### src/rtl/seven_seg_scanner.sv
// Time-multiplexed driver for a 4-digit common-anode seven-segment display.
// Scans one digit per slot, inserts anode dead-time at every digit switch,
// supports per-digit blank and blink masks, and emits a frame pulse.
// All outputs are registered, so no input reaches a pin combinationally.
module seven_seg_scanner #(
  parameter int SCAN_DIV     = 2500,  // clock cycles per digit slot
  parameter int DEAD_CYCLES  = 2,     // cycles per slot with all anodes off
  parameter int BLINK_FRAMES = 250    // frames per blink half-period
) (
  input  logic        clk_in,
  input  logic        rst,
  input  logic        en,
  input  logic [15:0] digits,
  input  logic [3:0]  blank,
  input  logic [3:0]  blink,
  output logic [3:0]  AN,
  output logic [6:0]  seven_out,
  output logic        frame_tick
);

  // Counter widths follow each counter's terminal count.
  localparam int PW = (SCAN_DIV > 1) ? $clog2(SCAN_DIV) : 1;
  localparam int DW = $clog2(DEAD_CYCLES + 1);
  localparam int BW = (BLINK_FRAMES > 1) ? $clog2(BLINK_FRAMES) : 1;

  localparam logic [PW-1:0] PCNT_LAST  = PW'(SCAN_DIV - 1);
  localparam logic [DW-1:0] DEAD_LOAD  = DW'(DEAD_CYCLES);
  localparam logic [BW-1:0] BLINK_LAST = BW'(BLINK_FRAMES - 1);

  // Scan timing state.
  logic [PW-1:0] pcnt;
  logic [1:0]    idx;
  logic [DW-1:0] dead_cnt;

  // Blink timing state.
  logic [BW-1:0] bcnt;
  logic          blink_phase;

  // Slot latch: the digit and its mask bits frozen for the current slot.
  logic          reload;
  logic [3:0]    slot_digit;
  logic          slot_blank;
  logic          slot_blink;

  // Next-cycle output values.
  logic [3:0]    an_next;
  logic [6:0]    seg_next;

  // Per-digit view of the packed nibble bus.
  logic [3:0][3:0] digit_arr;
  logic [1:0]      idx_next;
  logic [1:0]      load_sel;
  logic            slot_edge;
  logic            frame_edge;
  logic            slot_off;

  assign digit_arr  = digits;
  assign idx_next   = idx + 2'd1;
  assign slot_edge  = (pcnt == PCNT_LAST);
  assign frame_edge = slot_edge && (idx == 2'd3);
  // Right after reset the latch is filled with the current digit 0;
  // at every slot edge it is filled with the digit about to be shown.
  assign load_sel   = reload ? idx : idx_next;

  // Hex to active-low segment pattern, bit order {g,f,e,d,c,b,a}.
  function automatic logic [6:0] hex_to_seg(input logic [3:0] hex);
    logic [6:0] seg;
    seg = 7'h7F;
    case (hex)
      4'h0: seg = 7'b1000000;
      4'h1: seg = 7'b1111001;
      4'h2: seg = 7'b0100100;
      4'h3: seg = 7'b0110000;
      4'h4: seg = 7'b0011001;
      4'h5: seg = 7'b0010010;
      4'h6: seg = 7'b0000010;
      4'h7: seg = 7'b1111000;
      4'h8: seg = 7'b0000000;
      4'h9: seg = 7'b0010000;
      4'hA: seg = 7'b0001000;
      4'hB: seg = 7'b0000011;
      4'hC: seg = 7'b1000110;
      4'hD: seg = 7'b0100001;
      4'hE: seg = 7'b0000110;
      4'hF: seg = 7'b0001110;
      default: seg = 7'h7F;
    endcase
    return seg;
  endfunction

  // Prescaler, digit index and dead-time counter.
  // NOTE: sequential state uses non-blocking assignments so every register
  // samples the pre-edge values of the others, independent of statement order.
  always_ff @(posedge clk_in) begin
    if (rst) begin
      pcnt     <= '0;
      idx      <= 2'd0;
      dead_cnt <= DEAD_LOAD;
    end else begin
      if (slot_edge) begin
        pcnt     <= '0;
        idx      <= idx_next;
        dead_cnt <= DEAD_LOAD;
      end else begin
        pcnt <= pcnt + 1'b1;
        if (dead_cnt != '0) begin
          dead_cnt <= dead_cnt - 1'b1;
        end
      end
    end
  end

  // Slot latch: mid-slot input changes wait for the next visit to that digit.
  // NOTE: the latch resets to "blanked" so nothing stale can light up in the
  // one cycle before the first post-reset load.
  always_ff @(posedge clk_in) begin
    if (rst) begin
      reload     <= 1'b1;
      slot_digit <= 4'h0;
      slot_blank <= 1'b1;
      slot_blink <= 1'b0;
    end else begin
      reload <= 1'b0;
      if (reload || slot_edge) begin
        slot_digit <= digit_arr[load_sel];
        slot_blank <= blank[load_sel];
        slot_blink <= blink[load_sel];
      end
    end
  end

  // Blink counter: counts completed frames and toggles the phase on wrap.
  // It advances on the same edge that raises frame_tick, so the new phase
  // is already in force for the first cycle of the next frame.
  always_ff @(posedge clk_in) begin
    if (rst) begin
      bcnt        <= '0;
      blink_phase <= 1'b0;
    end else if (frame_edge) begin
      if (bcnt == BLINK_LAST) begin
        bcnt        <= '0;
        blink_phase <= ~blink_phase;
      end else begin
        bcnt <= bcnt + 1'b1;
      end
    end
  end

  // Next output values: segments follow the latch for the whole slot,
  // the anode only after the dead period has expired.
  // NOTE: outputs get their dark defaults first so no path leaves them
  // unassigned, which would otherwise infer a latch.
  always_comb begin
    an_next  = 4'hF;
    seg_next = 7'h7F;
    slot_off = slot_blank || (slot_blink && blink_phase);
    if (en && !slot_off) begin
      seg_next = hex_to_seg(slot_digit);
      if (dead_cnt == '0) begin
        an_next = ~(4'b0001 << idx);
      end
    end
  end

  // Output registers.
  always_ff @(posedge clk_in) begin
    if (rst) begin
      AN         <= 4'hF;
      seven_out  <= 7'h7F;
      frame_tick <= 1'b0;
    end else begin
      AN         <= an_next;
      seven_out  <= seg_next;
      frame_tick <= frame_edge;
    end
  end

endmodule

### config.mk
export PLATFORM = sky130hd
export DESIGN_NAME = seven_seg_scanner
export DESIGN_NICKNAME = d
export VERILOG_FILES = /design/src/rtl/seven_seg_scanner.sv
export SDC_FILE = /design/constraint.sdc
export NUM_CORES = 1
export LEC_CHECK = 0
export CAP_MARGIN = 5
export CORE_UTILIZATION = 45
export CTS_CLUSTER_DIAMETER = 50
export DETAILED_ROUTE_END_ITERATION = 7
export GPL_TIMING_DRIVEN = 0
export PLACE_DENSITY = 0.73
export SYNTH_ARGS = -nofsm -noshare
export SYNTH_HDL_FRONTEND = slang
export SYNTH_SLANG_ARGS = --single-unit
### constraint.sdc
create_clock -name clk_in -period 3.3 [get_ports clk_in]
set_input_delay 0.33 -clock clk_in [delete_from_list [all_inputs] [get_ports clk_in]]
set_output_delay 0.33 -clock clk_in [all_outputs]
set_load 0.02 [all_outputs]
==> flow_summary.json, run 1 <==
{
  "slowest_stage": "mux2i_1",
  "setup_tns_ps": 0,
  "slew_headroom": 0.568,
  "fill_cells": 421,
  "ff_latch_area_um2": 881,
  "ant_nets": 0,
  "setup.worst_path.start": "idx[0]",
  "wl_mm": 4.62,
  "routabilityCongestion": 0.801,
  "power_leakage_nw": 1.08,
  "worstSetupEndpointType": "flop",
  "rrSetupSlack_ps": 970,
  "fin_cells": 359,
  "use_met1": 0.217,
  "holdWs_ps": 466,
  "synth_cell_type_count": 46,
  "dpl.hpwl_mm": 3.35,
  "die_w_um": 73.9,
  "synthMuxAreaShare": 0.109,
  "yosysTopAreaCell": "dfxtp_1",
  "use_met2": 0.329,
  "synthXorXnorAreaFrac": 0.0533,
  "grt_use_met3": 0.0508,
  "yosys.area_share.simple": 0.230,
  "period_needed_ps": 2330,
  "rsz0062_at_grt": "false",
  "firstDrtPassIters": 4,
  "wl_per_cell_um": 12.9,
  "grt_pass1_vias": 1738,
  "finalWorstSetupSlack_ps": 972,
  "synth.top_cell.area_share": 0.379,
  "cts_hold_buf": 0,
  "worst_pin_slew_ps": 630,
  "power_density_mw_per_mm2": 405,
  "cts_setup_buffers": 0,
  "finalClockSkew_ps": 6.46,
  "cts-resized-gates": 0,
  "crit_type": "flop to flop",
  "grt_overflow_total": 0,
  "synth_seq_cells": 44,
  "synth_edf_count": 0,
  "synth_compound_gate_area_share": 0.101,
  "vias_per_cell": 5.11,
  "cpMostUsedCell": "mux2i_1",
  "numCtsBuffers": 5,
  "design.core.area_mm2": 0.00485,
  "dp_cells": 351,
  "diodes": 0,
  "num_vias": 1835,
  "worst_path_largest_cell_delay_ps": 510,
  "drive_gt1_frac": 0.0959,
  "area_growth_pct": 25.4,
  "ys.flop_type": "dfxtp_1",
  "insertion_delay_ps": 300,
  "root_buffer": "clkbuf_8",
  "synth.avg_cell_area_um2": 9.45,
  "setup_viol": 0,
  "htreeDepth": 2,
  "synth.most_common_cell": "dfxtp_1",
  "nets": 332,
  "grt_start_max_net_pins": 14,
  "min_to": "pcnt[0]",
  "netlist_instances": 246,
  "multi_input_area_mm2": 0.00132,
  "portBuffers": 38,
  "ys_async_sr_fraction": 0,
  "dpl_worst_slack_ps": 959,
  "fp-row-count": 25,
  "cap_violations": 0,
  "yosys_warnings": 0,
  "r2r.worst_path.cells": 7,
  "peakVddDrop_uv": 219,
  "grt_pass1_wl_mm": 7.73,
  "die_area_mm2": 0.00545,
  "synth_nets": 287,
  "syn_area_mm2": 0.00232,
  "period_share": 0.705,
  "crit_chain": "buf_2 -> inv_1 -> ha_1 -> mux2i_1 -> mux4_2 -> mux2i_1 -> nor2_1",
  "cts.sinks": 44,
  "route.detailed.drc": 0,
  "io_pins": 39,
  "clk_pin_slew_ps": 80,
  "holdPathStages": 1,
  "path_max_fanout": 6,
  "hp-start": "pcnt[0]",
  "top_usage_layer": "met2",
  "cts_tree": "yes",
  "timing.final.hold_violations": 0,
  "fmax_ghz": 0.430,
  "worstHoldPathType": "flop to flop",
  "cts_buffer_depth": 2,
  "drtIter0Drc": 72,
  "synth_seq_area_share": 0.379,
  "cp.arrival_ps": 2510,
  "reg2reg_from": "idx[0]",
  "start_util": 0.479,
  "synth_top_family_by_area": "simple AND/OR/NAND/NOR gates",
  "start_kind": "flop",
  "synth_commonest_cells": "44 x dfxtp_1, 22 x nor2_1, 16 x nand2_1",
  "die_h_um": 73.9,
  "grt_util_all_layers": 0.188,
  "slew_violations": 0,
  "worstPathRequired_ps": 3480,
  "netlist_top_cells_area": "dfxtp_1 38%, ha_1 7.5%, mux2i_1 5.6%, mux4_2 3.9%, nor2_1 3.6%",
  "synthAdderAreaFrac": 0.0754,
  "antenna_found_initial": 0,
  "timing.rr.end": "slot_digit[0]",
  "status": "finished, final reports clean"
}
worst max-delay path: cells and delay by family (launching register included):
kind | cells | cell delay (ps)
fa+ha+maj | 1 | 360
simple gates | 1 | 50
buf+inv | 2 | 370
flops | 1 | 360
mux | 3 | 1070
power by group:
part           total (mW)  internal, mW  switching, mW
Sequential          0.569         0.554         0.0158
Combinational       0.159        0.0874         0.0718
Clock               0.451         0.267          0.184
Total                1.18         0.908          0.271
layer usage:
metal,wire length [um],up-vias
met1,2160,842
met4,53,0
met5,0,-
li1,-,953
met2,2190,36
met3,224,4
cells in the final DEF, fill, tap and decap left out, types with 3 or more instances in the layout:
| cell | synthesis | final |
|---|---|---|
| o21ai_0 | 10 | 10 |
| clkbuf_1 | 7 | 7 |
| buf_2 | 4 | 4 |
| nor3_1 | 4 | 4 |
| buf_6 | 3 | 3 |
| mux2i_1 | 13 | 13 |
| or3_1 | 7 | 7 |
| nand2b_1 | 3 | 3 |
| dfxtp_1 | 44 | 44 |
| nand2_1 | 16 | 16 |
| nor2_1 | 22 | 22 |
| mux4_2 | 4 | 4 |
| mux2_2 | 3 | 3 |
| nand4_1 | 4 | 4 |
| xor2_1 | 6 | 6 |
| inv_1 | 10 | 10 |
| nand3_1 | 12 | 12 |
| o211ai_1 | 6 | 6 |
| and3_1 | 3 | 3 |
| nor2b_1 | 3 | 3 |
| a21oi_1 | 15 | 15 |
| clkdlybuf4s50_1 | 0 | 38 |
| clkbuf_8 | 0 | 7 |
| ha_1 | 14 | 14 |
| xnor2_1 | 5 | 5 |
cell families after synthesis:
group,after synthesis
xor gates and xnor gates,12
muxes,20
AOI/OAI and AO/OA,39
DFF,44
and+or+nand+nor,92
buffers and inverters,25
adders and majority gates,14
worst max-delay path by stage:
stage / end / cells past startpoint
after global routing: slot_digit[0] / 7
after detailed placement: slot_digit[0] / 7
after global placement: slot_digit[0] / 7
after floorplan: slot_blink / 7
after CTS: slot_digit[0] / 7
final: slot_digit[0] / 7
area by class of cell:
cell class              instances  area share
multi-input cells             177       0.453
clock buffers                   7      0.0331
flip-flops and latches         44       0.302
repair buffers                 38       0.131
inverters                      10      0.0129
plain buffers                  15      0.0288
clock inverters                 1      0.0103
well taps                      67      0.0288
flip-flops by register name, summed over array words and instances (netlist names):
name	count
dead_cnt	2
slot_blank	1
pcnt	12
AN	4
slot_digit	4
bcnt	8
blink_phase	1
frame_tick	1
slot_blink	1
idx	2
seven_out	7
reload	1
through the flow:
step / cell area, um2 / total power [mW] / utilization
2_1_floorplan: 2320 / 0.683 / -
3_3_place_gp: 2790 / 0.738 / 0.575
3_5_place_dp: 2790 / 0.742 / 0.575
4_1_cts: 2910 / 1.19 / 0.601
5_1_grt: 2910 / 1.24 / 0.601
6_report: 2910 / 1.18 / 0.601
No activity file was read; power rests on OpenSTA's default activity.
==> run 2, diff against run 1 <==
--- a/config.mk
+++ b/config.mk
@@ -10,7 +10,7 @@
 export CTS_CLUSTER_DIAMETER = 50
 export DETAILED_ROUTE_END_ITERATION = 7
 export GPL_TIMING_DRIVEN = 0
-export PLACE_DENSITY = 0.73
+export PLACE_DENSITY = 0.76
 export SYNTH_ARGS = -nofsm -noshare
 export SYNTH_HDL_FRONTEND = slang
 export SYNTH_SLANG_ARGS = --single-unit
==> constraint.sdc (replaced) <==
create_clock -name clk_in -period 1.9 [get_ports clk_in]
set_input_delay 0.19 -clock clk_in [delete_from_list [all_inputs] [get_ports clk_in]]
set_output_delay 0.19 -clock clk_in [all_outputs]
set_load 0.02 [all_outputs]
==> flow_summary.json, run 2 (synthesis gave the netlist of run 1 again) <==
{
  "cap_violations": 0,
  "min_to": "pcnt[0]",
  "path_max_fanout": 5,
  "antenna_found_initial": 0,
  "hp-start": "pcnt[0]",
  "power_leakage_nw": 1.11,
  "routabilityCongestion": 0.782,
  "slew_violations": 0,
  "die_area_mm2": 0.00545,
  "start_kind": "flop",
  "cts_tree": "yes",
  "worstHoldPathType": "flop to flop",
  "reg2reg_from": "idx[0]",
  "dp_cells": 351,
  "setup_viol": 0,
  "diodes": 0,
  "io_pins": 39,
  "holdPathStages": 1,
  "wl_per_cell_um": 13.3,
  "cts_hold_buf": 0,
  "root_buffer": "clkbuf_8",
  "nets": 340,
  "grt_pass1_wl_mm": 7.82,
  "period_share": 0.975,
  "start_util": 0.479,
  "grt_start_max_net_pins": 15,
  "timing.rr.end": "slot_blink",
  "r2r.worst_path.cells": 7,
  "firstDrtPassIters": 4,
  "worst_pin_slew_ps": 559,
  "power_density_mw_per_mm2": 656,
  "fill_cells": 409,
  "layout_common_cells": "42 x dfxtp_1, 38 x clkdlybuf4s50_1, 22 x nor2_1",
  "die_w_um": 73.9,
  "seqPwrFrac": 0.497,
  "swShare": 0.245,
  "cts.sinks": 44,
  "rrSetupSlack_ps": 50,
  "period_needed_ps": 1850,
  "clk_pin_slew_ps": 80,
  "slew_headroom": 0.626,
  "grt_pass1_vias": 1742,
  "ant_nets": 0,
  "num_vias": 1907,
  "p_int_mw": 1.50,
  "grt_overflow_total": 0,
  "reg_top3": "pcnt x12, bcnt x8, seven_out x7",
  "drtIter0Drc": 85,
  "p_switching_mw": 0.486,
  "fin_cells": 367,
  "largest_reg_flops": 12,
  "power_frac_clock": 0.361,
  "peakVddDrop_uv": 412,
  "fmax_ghz": 0.540,
  "fp-row-count": 25,
  "p_comb_frac": 0.143,
  "crit_type": "flop to flop",
  "layout_commonest_cell": "dfxtp_1",
  "cts_buffer_depth": 2,
  "design.core.area_mm2": 0.00485,
  "htreeDepth": 2,
  "insertion_delay_ps": 300,
  "worstPathRequired_ps": 2070,
  "vias_per_cell": 5.20,
  "finalClockSkew_ps": 4.62,
  "status": "finished, final reports clean",
  "route.detailed.drc": 0,
  "drive_gt1_frac": 0.147,
  "wl_mm": 4.90,
  "grt_util_all_layers": 0.189,
  "worstSetupEndpointType": "flop",
  "area_growth_pct": 30.4,
  "timing.final.hold_violations": 0,
  "dpl.hpwl_mm": 3.40,
  "portBuffers": 38,
  "holdWs_ps": 476,
  "top_register": "pcnt",
  "cp.arrival_ps": 2030,
  "die_h_um": 73.9,
  "numCtsBuffers": 5
}
-- run 2: changes by cell type in the layout (fill, tap and decap cells not counted), moves of 2 or more --
cell	previous run	this run
buf_4	0	7
clkbuf_8	7	5
clkinvlp_4	0	2
dfxtp_1	44	42
dfxtp_4	0	2
ha_1	14	11
ha_4	0	2
-- run 2: worst max-delay path, stage by stage, from the launching register on --
cell and delay (ps):
dfxtp_4 390, buf_8 130, clkinvlp_4 110, ha_4 250, mux2i_4 270, mux4_2 360
mux2i_1 150, nor2_1 50
-- run 2: through the flow --
step           area, um2  utilization  TNS, ps  setup WS (ps)  power [mW]
4_1_cts             2950        0.607        0           8.47        2.01
5_1_grt             3030        0.625    -31.3          -11.8        2.08
2_1_floorplan       2340            -        0           64.4        1.19
3_5_place_dp        2800        0.578    -1430           -183        1.29
3_3_place_gp        2800        0.578    -1010           -153        1.28
6_report            3030        0.625        0           47.3        1.99
-- run 2: how the worst max path moves through the flow --
stage,end,slack (ps),from
detailed placement,slot_blink,-180,idx[0]
global placement,slot_digit[0],-150,idx[0]
finish,slot_blink,50,idx[0]
CTS,slot_blink,8,idx[0]
global route,slot_blink,-10,idx[0]
floorplan,slot_blink,60,idx[0]
-- run 2: per-layer routing --
metal | vias to the layer above | GRT usage | routed length [um]
li1 | 969 | - | -
met3 | 6 | 0.0508 | 213
met2 | 31 | 0.336 | 2420
met5 | - | 0 | 0
met4 | 0 | 0.0662 | 63
met1 | 901 | 0.215 | 2200
-- run 2: final cells by class --
| class | instances | area [um2] | area share |
|---|---|---|---|
| Tap cell | 67 | 83.8 | 0.0277 |
| Clock buffer | 5 | 68.8 | 0.0227 |
| Multi-Input combinational cell | 177 | 1370 | 0.451 |
| Buffer | 15 | 100 | 0.0330 |
| Clock inverter | 3 | 42.5 | 0.0140 |
| Sequential cell | 44 | 888 | 0.293 |
| Inverter | 10 | 41.3 | 0.0136 |
| Timing Repair Buffer | 46 | 438 | 0.145 |
-- run 2: power by group through the flow --
stage	Clock, mW	Sequential [mW]	Combinational (mW)
3_3_place_gp	0	1.01	0.273
2_1_floorplan	0	1.01	0.175
3_5_place_dp	0	1.01	0.281
5_1_grt	0.769	0.993	0.318
4_1_cts	0.734	0.991	0.284
6_report	0.717	0.988	0.284
-- run 2: what timing repair did --
| item | 4_1_cts | 5_1_grt |
|---|---|---|
| gates cloned | 0 | 1 |
| resized for setup | 7 | 9 |
| setup endpoints to repair | 11 | 22 |
| setup buffers | 0 | 7 |
| pin swaps | 0 | 2 |
